--- src/rtl/bsg_clk_gen_tag_sequencer.sv ---
// Bit-serial bsg_tag master for the clock-generator domain: flushes the chain,
// runs the fixed reset/select/downsample init program, then forwards host packets.
module bsg_clk_gen_tag_sequencer #(
  parameter int num_clk_endpoint_p = 1,
  parameter int node_id_width_p    = 4,
  parameter int payload_width_p    = 8,
  parameter int len_width_p        = $clog2(payload_width_p + 1),
  parameter int ds_width_p         = 8,
  parameter int sel_width_p        = 2,
  parameter int flush_zeros_p      = 4,
  parameter int async_reset_node_p = 0,
  parameter int sel_node_base_p    = 1,
  parameter int ds_node_base_p     = 5,
  parameter int sel_init_p         = 0,
  parameter int ds_init_p          = 0
) (
  input  logic                       clk_i,
  input  logic                       reset_i,
  input  logic                       v_i,
  input  logic [node_id_width_p-1:0] node_id_i,
  input  logic                       data_not_reset_i,
  input  logic [len_width_p-1:0]     len_i,
  input  logic [payload_width_p-1:0] payload_i,
  output logic                       ready_o,
  output logic                       tag_data_o,
  output logic                       init_done_o
);

  localparam int hdr_bits_lp = 2 + node_id_width_p + len_width_p;
  localparam int num_pkts_lp = 2 + 2 * num_clk_endpoint_p;
  localparam int bit_w_lp    = $clog2(hdr_bits_lp + payload_width_p + 1);
  localparam int flush_w_lp  = (flush_zeros_p > 1) ? $clog2(flush_zeros_p) : 1;
  localparam int pkt_w_lp    = $clog2(num_pkts_lp);

  localparam logic [flush_w_lp-1:0] flush_last_lp = flush_w_lp'(flush_zeros_p - 1);
  localparam logic [pkt_w_lp-1:0]   pkt_last_lp   = pkt_w_lp'(num_pkts_lp - 1);

  typedef enum logic [1:0] {FLUSH, INIT, IDLE, SEND} state_e;

  typedef struct packed {
    logic [node_id_width_p-1:0] node;
    logic                       dnr;
    logic [len_width_p-1:0]     len;
    logic [payload_width_p-1:0] payload;
  } pkt_s;

  function automatic logic [len_width_p-1:0] sat_len(input logic [len_width_p-1:0] len);
    if (int'(len) > payload_width_p) return len_width_p'(payload_width_p);
    return len;
  endfunction

  // Program order: reset assert, (sel, ds) per endpoint, reset deassert.
  function automatic pkt_s prog_pkt(input int p);
    pkt_s pk;
    int   ep;
    ep     = (p - 1) / 2;
    pk.dnr = 1'b1;
    if (p == 0 || p == num_pkts_lp - 1) begin
      pk.node    = node_id_width_p'(async_reset_node_p);
      pk.len     = len_width_p'(1);
      pk.payload = payload_width_p'((p == 0) ? 1 : 0);
    end else if (((p - 1) % 2) == 0) begin
      pk.node    = node_id_width_p'(sel_node_base_p + ep);
      pk.len     = len_width_p'(sel_width_p);
      pk.payload = payload_width_p'(sel_init_p);
    end else begin
      pk.node    = node_id_width_p'(ds_node_base_p + ep);
      pk.len     = len_width_p'(ds_width_p);
      pk.payload = payload_width_p'(ds_init_p);
    end
    return pk;
  endfunction

  // Index hdr_bits_lp + len is the trailing gap, which falls through to 0.
  function automatic logic pkt_bit(input pkt_s pk, input int idx);
    int                         off;
    logic [node_id_width_p-1:0] nsh;
    logic [len_width_p-1:0]     lsh;
    logic [payload_width_p-1:0] psh;
    if (idx == 0) return 1'b1;
    off = idx - 1;
    if (off < node_id_width_p) begin
      nsh = pk.node >> off;
      return nsh[0];
    end
    off = off - node_id_width_p;
    if (off == 0) return pk.dnr;
    off = off - 1;
    if (off < len_width_p) begin
      lsh = pk.len >> off;
      return lsh[0];
    end
    off = off - len_width_p;
    if (off < int'(pk.len)) begin
      psh = pk.payload >> off;
      return psh[0];
    end
    return 1'b0;
  endfunction

  state_e                state_r, state_n;
  logic [flush_w_lp-1:0] flush_cnt_r, flush_cnt_n;
  logic [pkt_w_lp-1:0]   pkt_cnt_r, pkt_cnt_n;
  logic [bit_w_lp-1:0]   bit_idx_r, bit_idx_n;
  pkt_s                  pkt_r, pkt_n;
  logic                  pkt_done;
  logic                  tag_n;

  // State and counters describe the bit visible on tag_data_o this cycle.
  always_comb begin
    state_n     = state_r;
    flush_cnt_n = flush_cnt_r;
    pkt_cnt_n   = pkt_cnt_r;
    bit_idx_n   = bit_idx_r;
    pkt_n       = pkt_r;
    pkt_done    = (int'(bit_idx_r) == hdr_bits_lp + int'(pkt_r.len));
    unique case (state_r)
      FLUSH: begin
        if (flush_cnt_r == flush_last_lp) begin
          state_n   = INIT;
          pkt_cnt_n = '0;
          bit_idx_n = '0;
          pkt_n     = prog_pkt(0);
        end else begin
          flush_cnt_n = flush_cnt_r + 1'b1;
        end
      end
      INIT: begin
        if (!pkt_done) begin
          bit_idx_n = bit_idx_r + 1'b1;
        end else if (pkt_cnt_r == pkt_last_lp) begin
          state_n = IDLE;
        end else begin
          pkt_cnt_n = pkt_cnt_r + 1'b1;
          bit_idx_n = '0;
          pkt_n     = prog_pkt(int'(pkt_cnt_r) + 1);
        end
      end
      IDLE: begin
        if (v_i) begin
          state_n       = SEND;
          bit_idx_n     = '0;
          pkt_n.node    = node_id_i;
          pkt_n.dnr     = data_not_reset_i;
          pkt_n.len     = sat_len(len_i);
          pkt_n.payload = payload_i;
        end
      end
      SEND: begin
        if (!pkt_done) bit_idx_n = bit_idx_r + 1'b1;
        else           state_n   = IDLE;
      end
      default: state_n = FLUSH;
    endcase
    tag_n = ((state_n == INIT) || (state_n == SEND)) ? pkt_bit(pkt_n, int'(bit_idx_n)) : 1'b0;
  end

  always_ff @(posedge clk_i) begin
    if (reset_i) begin
      state_r     <= FLUSH;
      flush_cnt_r <= '0;
      pkt_cnt_r   <= '0;
      bit_idx_r   <= '0;
      tag_data_o  <= 1'b0;
      init_done_o <= 1'b0;
    end else begin
      state_r     <= state_n;
      flush_cnt_r <= flush_cnt_n;
      pkt_cnt_r   <= pkt_cnt_n;
      bit_idx_r   <= bit_idx_n;
      tag_data_o  <= tag_n;
      init_done_o <= init_done_o | (state_n == IDLE);
    end
  end

  always_ff @(posedge clk_i) begin
    pkt_r <= pkt_n;
  end

  assign ready_o = (state_r == IDLE);

endmodule

--- config.mk ---
export PLATFORM = sky130hd
export DESIGN_NAME = bsg_clk_gen_tag_sequencer
export DESIGN_NICKNAME = d
export VERILOG_FILES = /design/src/rtl/bsg_clk_gen_tag_sequencer.sv
export SDC_FILE = /design/constraint.sdc
export NUM_CORES = 1
export LEC_CHECK = 0
export ABC_CLOCK_PERIOD_IN_PS = 5400
export CAP_MARGIN = 0
export CORE_UTILIZATION = 30
export CTS_CLUSTER_DIAMETER = 80
export DETAILED_ROUTE_END_ITERATION = 10
export GPL_ROUTABILITY_DRIVEN = 0
export PLACE_DENSITY = 0.48
export SETUP_SLACK_MARGIN = 0.4
export SYNTH_ARGS = -nofsm -noshare
export SYNTH_HDL_FRONTEND = slang
export SYNTH_SLANG_ARGS = --single-unit
--- constraint.sdc ---
create_clock -name clk_i -period 5.4 [get_ports clk_i]
set_input_delay 0.54 -clock clk_i [delete_from_list [all_inputs] [get_ports clk_i]]
set_output_delay 0.54 -clock clk_i [all_outputs]
set_load 0.02 [all_outputs]
; After elaboration in Yosys (flattened, before gate mapping)
; Index checks and enable logic that the tools add are counted.
[word_totals]
regBits = 30
input_bits = 20
output_inout_bits = 3
word_cells = 114
[op_classes]
add_sub_neg = 13
order_cmp = 4
n_eq_ne = 13
n_shift = 3
mux = 56
bitwise_logic = 4
n_reduce_logical = 11
[op_table]
columns = operator, n
row1 = $logic_not A32 Y1, 3
row2 = $mux W17, 4
row3 = $shr A4 B32 Y1, 2
row4 = $pmux W17 S3, 1
row5 = $shr A8 B32 Y1, 1
row6 = $mux W1, 29
row7 = $mux W5, 5
row8 = $mux W12, 2
row9 = $pmux W5 S4, 1
row10 = $mux W2, 8
row11 = $mux W4, 4
row12 = $eq A2 B2 Y1 const B, 6
row13 = $lt A9 B5 Y1, 1
row14 = $sub A8 B4 Y9 const B, 1
row15 = $lt A8 B4 Y1 const B, 1
row16 = $pmux W2 S4, 1
row17 = $sub A7 B2 Y8 const B, 1
row18 = $sub A6 B4 Y7 const B, 1
row19 = $lt A6 B4 Y1 const B, 1
row20 = $ne A2 B2 Y1 const B, 3
row21 = $sub A5 B1 Y6 const B, 1
row22 = $add A4 B4 Y5 const A, 1
row23 = $add A5 B1 Y5 const B, 1
row24 = $eq A5 B5 Y1, 1
row25 = 20 further kinds, 24

; Depth between registers and ports, before layout
[depth]
depth_word = 22
ltp_mapped = 23
mapped_depth_nobuf = 22

; Least setup slack after synthesis
; Ideal clock, no wire load.
[synth_path]
path_kind = reg-to-reg
startpoint = register pkt_r[9] in the netlist's numbering
endpoint = register tag_data_o
setup_time_ns = 0.069
arrival_time_ns = 4.885
t_required_ns = 5.331
path_slack_ns = 0.446
path_stages_with_launch = 24
path_buffers = 1
synth_period_minus_slack_ns = 4.954
path_cell_list = dfxtp_1 -> ha_1 -> xnor2_1 -> nand4_4 -> o32ai_4 -> o2bb2ai_2 -> inv_2 -> buf_2 -> ha_1 -> a211oi_1 -> a21oi_1 -> nor4_4 -> inv_1 -> ha_1 -> inv_1 -> xnor2_1 -> ha_1 -> inv_1 -> ha_1 -> o21ai_0 -> o21ai_1 -> a2111oi_2 -> a211oi_1 -> o21ai_1
[synth_between]
elab_chain_len = 19
word_cells_on_any_way = 54
classes_between = add/sub (5) / order compare (3) / eq/ne (3) / shift (3) / mux (35) / bitwise (1) / reduce/logical (4)
[synth_lines]
columns = item, line_no
row1 = start: declaration, 105  ; pkt_s pkt_r, pkt_n;
row2 = start signal: assignment, 177  ; pkt_r <= pkt_n;
row3 = $add A4 B4 Y5 *, 116  ; pkt_done = (int'(bit_idx_r) == hdr_bits_lp + int'(pkt_r.len));
row4 = $eq A5 B5 Y1 *, 116
row5 = $mux W5 (on tied branches), "150, 129"
row6 = $pmux W5 S4 *, 117  ; unique case (state_r)
row7 = net bit_idx_n[0], 104  ; logic [bit_w_lp-1:0] bit_idx_r, bit_idx_n;
row8 = $sub A5 B1 Y6, 81  ; off = idx - 1;
row9 = $sub A6 B4 Y7, 86  ; off = off - node_id_width_p;
row10 = $sub A7 B2 Y8, 88  ; off = off - 1;
row11 = [4 not listed], n/a
row12 = $mux W1, 88
row13 = $mux W1, 86
row14 = $mux W1, 81
row15 = $mux W1, 98  ; return 1'b0;
row16 = $mux W1, 93  ; off = off - len_width_p;
row17 = $mux W1, 88
row18 = $mux W1, 86
row19 = $mux W1 *, 81
row20 = end signal: assignment, 171  ; tag_data_o <= tag_n;
row21 = end: declaration, 25  ; output logic tag_data_o,
; The timed path passes the listed nets; every way through them passes the cells marked *. The select of a mux whose other input is x is not followed.
; A chain may end at the register's enable or synchronous reset.

; Worst setup path after layout
[layout_path]
startpoint = register pkt_r[9] in the netlist's numbering
endpoint = register tag_data_o
[layout_between]
elab_chain_len = 19
word_cells_on_any_way = 54
classes_between = add/sub (5) / order compare (3) / eq/ne (3) / shift (3) / mux (35) / bitwise (1) / reduce/logical (4)
[layout_lines]
columns = item, line_no
row1 = $add A4 B4 Y5, 116
row2 = $eq A5 B5 Y1, 116
row3 = $mux W5 (on tied branches), "150, 129"
row4 = $pmux W5 S4, 117
row5 = $sub A5 B1 Y6, 81
row6 = $sub A6 B4 Y7, 86
row7 = $sub A7 B2 Y8, 88
row8 = $sub A8 B4 Y9, 93
row9 = [3 not listed], n/a
row10 = $mux W1, 88
row11 = $mux W1, 86
row12 = $mux W1, 81
row13 = $mux W1, 98
row14 = $mux W1, 93
row15 = $mux W1, 88
row16 = $mux W1, 86
row17 = $mux W1, 81
; Several ways; a longest one is shown, not always the timed one. The select of a mux whose other input is x is not followed.

==> qor.txt <==
Via density: 5.26
TritonRoute pass-1 iters: 4
Syn Inst Count: 277
ratio of cells with drive above 1 in the final layout: 0.156
reg2reg end: tag_data_o
setup slack, reg-to-reg: 800 ps
die height: 91.5 um
Mapped Area: 2400 um^2
Num CTS Buffers: 5
Critical Path End Type: flip-flop
Top FF cell, synth: dfxtp_1
post-route setup TNS: 0 ps
initial antenna violation count: 0
Unique masters post-synth: 67
Sink Count: 30
CP Launch Point: pkt_r[9]
Pwr Total: 1.13 mW
total core area: 7730 um^2
Routed WL per cell: 15.7 um
Iteration-0 DRC Markers: 140
leakage power: 1.16 nW
Min-Delay Path Class: reg2reg
H-tree depth: 2
CTS tree: built
RSZ-0062 raised after global routing: false
Avg Cell Area, Syn: 8.67 um^2
Setup CP Type: reg2reg
Root Buffer: clkbuf_8
CP endpoint: tag_data_o
Setup crit start kind: flip-flop
Setup Skew: 6.95 ps
vias post-DR: 2125
Initial Util: 0.311
largest net degree at the start of global routing: 25
Antenna diodes: 0
GRT Util Overall: 0.159
Die X: 91.5 um
DRC violations left: 0
CP arrival: 4820 ps
Worst Path Max Fanout: 8
first-pass GRT wire length: 10500 um
Seq cells post-synth: 30
clock latency on the worst-skew pair: 280 ps
Area Growth Syn to Fin: 20.5%
VDD IR-drop max: 159 uV
Syn Nets: 318
Required @ worst endpoint: 5620 ps
final period utilization: 0.852
total congestion overflow: 0
status: finished clean
ys async rst share: 0
max-cap viol count: 0
Post-DP HPWL: 4780 um
Reg2Reg Depth: 20
R2R Path Start: pkt_r[9]
post-route ant nets: 0
Fmax: 217 MHz
Slew HR: 0.471
final setup fails: 0
nets: 342
Cell Pwr Density: 390 nW/um^2
Hold Vio Cnt, Final: 0
Row Count: 32
die area: 8370 um^2
via count of the first global-routing pass: 2090
commonest cells after routing, fill and taps aside: 29 x nor2_1, 29 x dfxtp_1, 22 x clkdlybuf4s50_1
total wire length: 6330 um
Final min period: 4600 ps
Worst-Margin Slew: 791 ps
Yosys Warn Count: 0
IO buf count: 22
post-synthesis sequential area ratio: 0.250
CTS Buffer Depth: 2
Slew Limit Fails: 0
EDFF count, synth: 0
Worst-path clk slew: 70 ps
IO Pins: 23
==> final cells by class <==
| type | instances | area (um^2) |
|---|---|---|
| fill | 784 | 4830 |
| multi-input combinational | 219 | 1730 |
| sequential | 30 | 602 |
| timing repair buffer | 32 | 295 |
| tap | 102 | 128 |
| clock buffer | 7 | 86.3 |
| inverter | 13 | 48.8 |
| clock inverter | 1 | 5.00 |
==> power breakdown <==
group	leakage, nW	internal, mW	total [mW]	switching, mW
Clock	0.0482	0.103	0.195	0.0921
Combinational	0.864	0.287	0.630	0.343
Sequential	0.244	0.271	0.303	0.0324
Total	1.16	0.661	1.13	0.468
==> cells in the mapped netlist, types with 2 or more instances <==
master | instances | area [um^2]
dfxtp_1 | 30 | 601
nor2_1 | 29 | 109
ha_1 | 21 | 263
nand2_1 | 19 | 71.3
a21oi_1 | 13 | 65.1
o21ai_0 | 13 | 65.1
clkbuf_1 | 12 | 45.0
inv_1 | 12 | 45.0
nand3_1 | 11 | 55.1
a22o_1 | 9 | 78.8
xnor2_1 | 9 | 78.8
nor3_1 | 7 | 35.0
xor2_1 | 7 | 61.3
a32oi_1 | 4 | 35.0
mux2_2 | 4 | 45.0
mux2i_1 | 4 | 40.0
nor2b_1 | 4 | 25.0
a211oi_1 | 3 | 22.5
a31oi_1 | 3 | 18.8
and3_1 | 3 | 18.8
nand2b_1 | 3 | 18.8
o21ai_1 | 3 | 15.0
o31ai_1 | 3 | 22.5
or2_2 | 3 | 18.8
a2bb2oi_2 | 2 | 30.0
and2_1 | 2 | 12.5
nand4_1 | 2 | 12.5
o221ai_1 | 2 | 17.5
or3_1 | 2 | 12.5
==> stage by stage <==
stage / setup WS (ps) / utilization / hold WS (ps) / cells / cell area (um^2)
after floorplan: 446 / - / 414 / 277 / 2400
after global placement: 522 / 0.354 / 434 / 393 / 2740
after detailed placement: 431 / 0.354 / 431 / 393 / 2740
after CTS: 436 / 0.366 / 448 / 401 / 2830
after global routing: 445 / 0.375 / 470 / 404 / 2900
final: 801 / 0.375 / 457 / 404 / 2900
==> repair_timing <==
item	4_1_cts	5_1_grt
hold buffers	0	0
gates resized for setup	0	7
buffers inserted	0	3
setup endpoints to repair	0	1
==> flip-flops by register name (all words and copies together) (netlist names) <==
register and cells:
pkt_r 17, bit_idx_r 5, flush_cnt_r 2, pkt_cnt_r 2
state_r 2, init_done_o 1, tag_data_o 1
==> worst min path at each step <==
stage	to	slack, ps	from	cells past startpoint
floorplan	pkt_r[15]	410	pkt_r[15]	2
global placement	pkt_r[15]	430	pkt_r[15]	2
detailed placement	pkt_r[15]	430	pkt_r[15]	2
CTS	pkt_r[15]	450	pkt_r[15]	2
global route	pkt_r[15]	470	pkt_r[15]	2
finish	pkt_r[15]	460	pkt_r[15]	2
==> cell families (layout without fill, tap and decap cells) <==
group                    count (synthesis)  in the layout  synth area share
AO/OA/AOI/OAI                           74             74             0.240
buffers and inverters                   28             53            0.0474
adder cells (fa/ha/maj)                 21             21             0.109
flip-flops                              30             30             0.250
XOR/XNOR                                21             21             0.106
multiplexers                             9              9            0.0448
AND/OR/NAND/NOR                         94             94             0.203
==> per-layer routing <==
layer  vias up  part of all wire  global-route usage
li1       1060                 -                   -
met1      1006              0.49               0.217
met2        51              0.46               0.254
met3         8             0.036              0.0302
met4         0             0.016              0.0476
met5         -                 0                   0
==> worst max-delay path: stages (launching register included) <==
cell       delay, ps
dfxtp_2          350
ha_1             330
xnor2_2          230
and4_1           340
nand2_1          130
a32oi_2          370
ha_2             320
o2111ai_1        130
nor2_1           210
nor4_4            70
buf_4            170
or3_1            370
xnor2_1          150
ha_1             270
inv_1             60
ha_1             270
o21ai_0           70
o21ai_1           90
a2111oi_2        360
a211oi_1         120
o21ai_1          130
(Power assumes the default switching activity.)
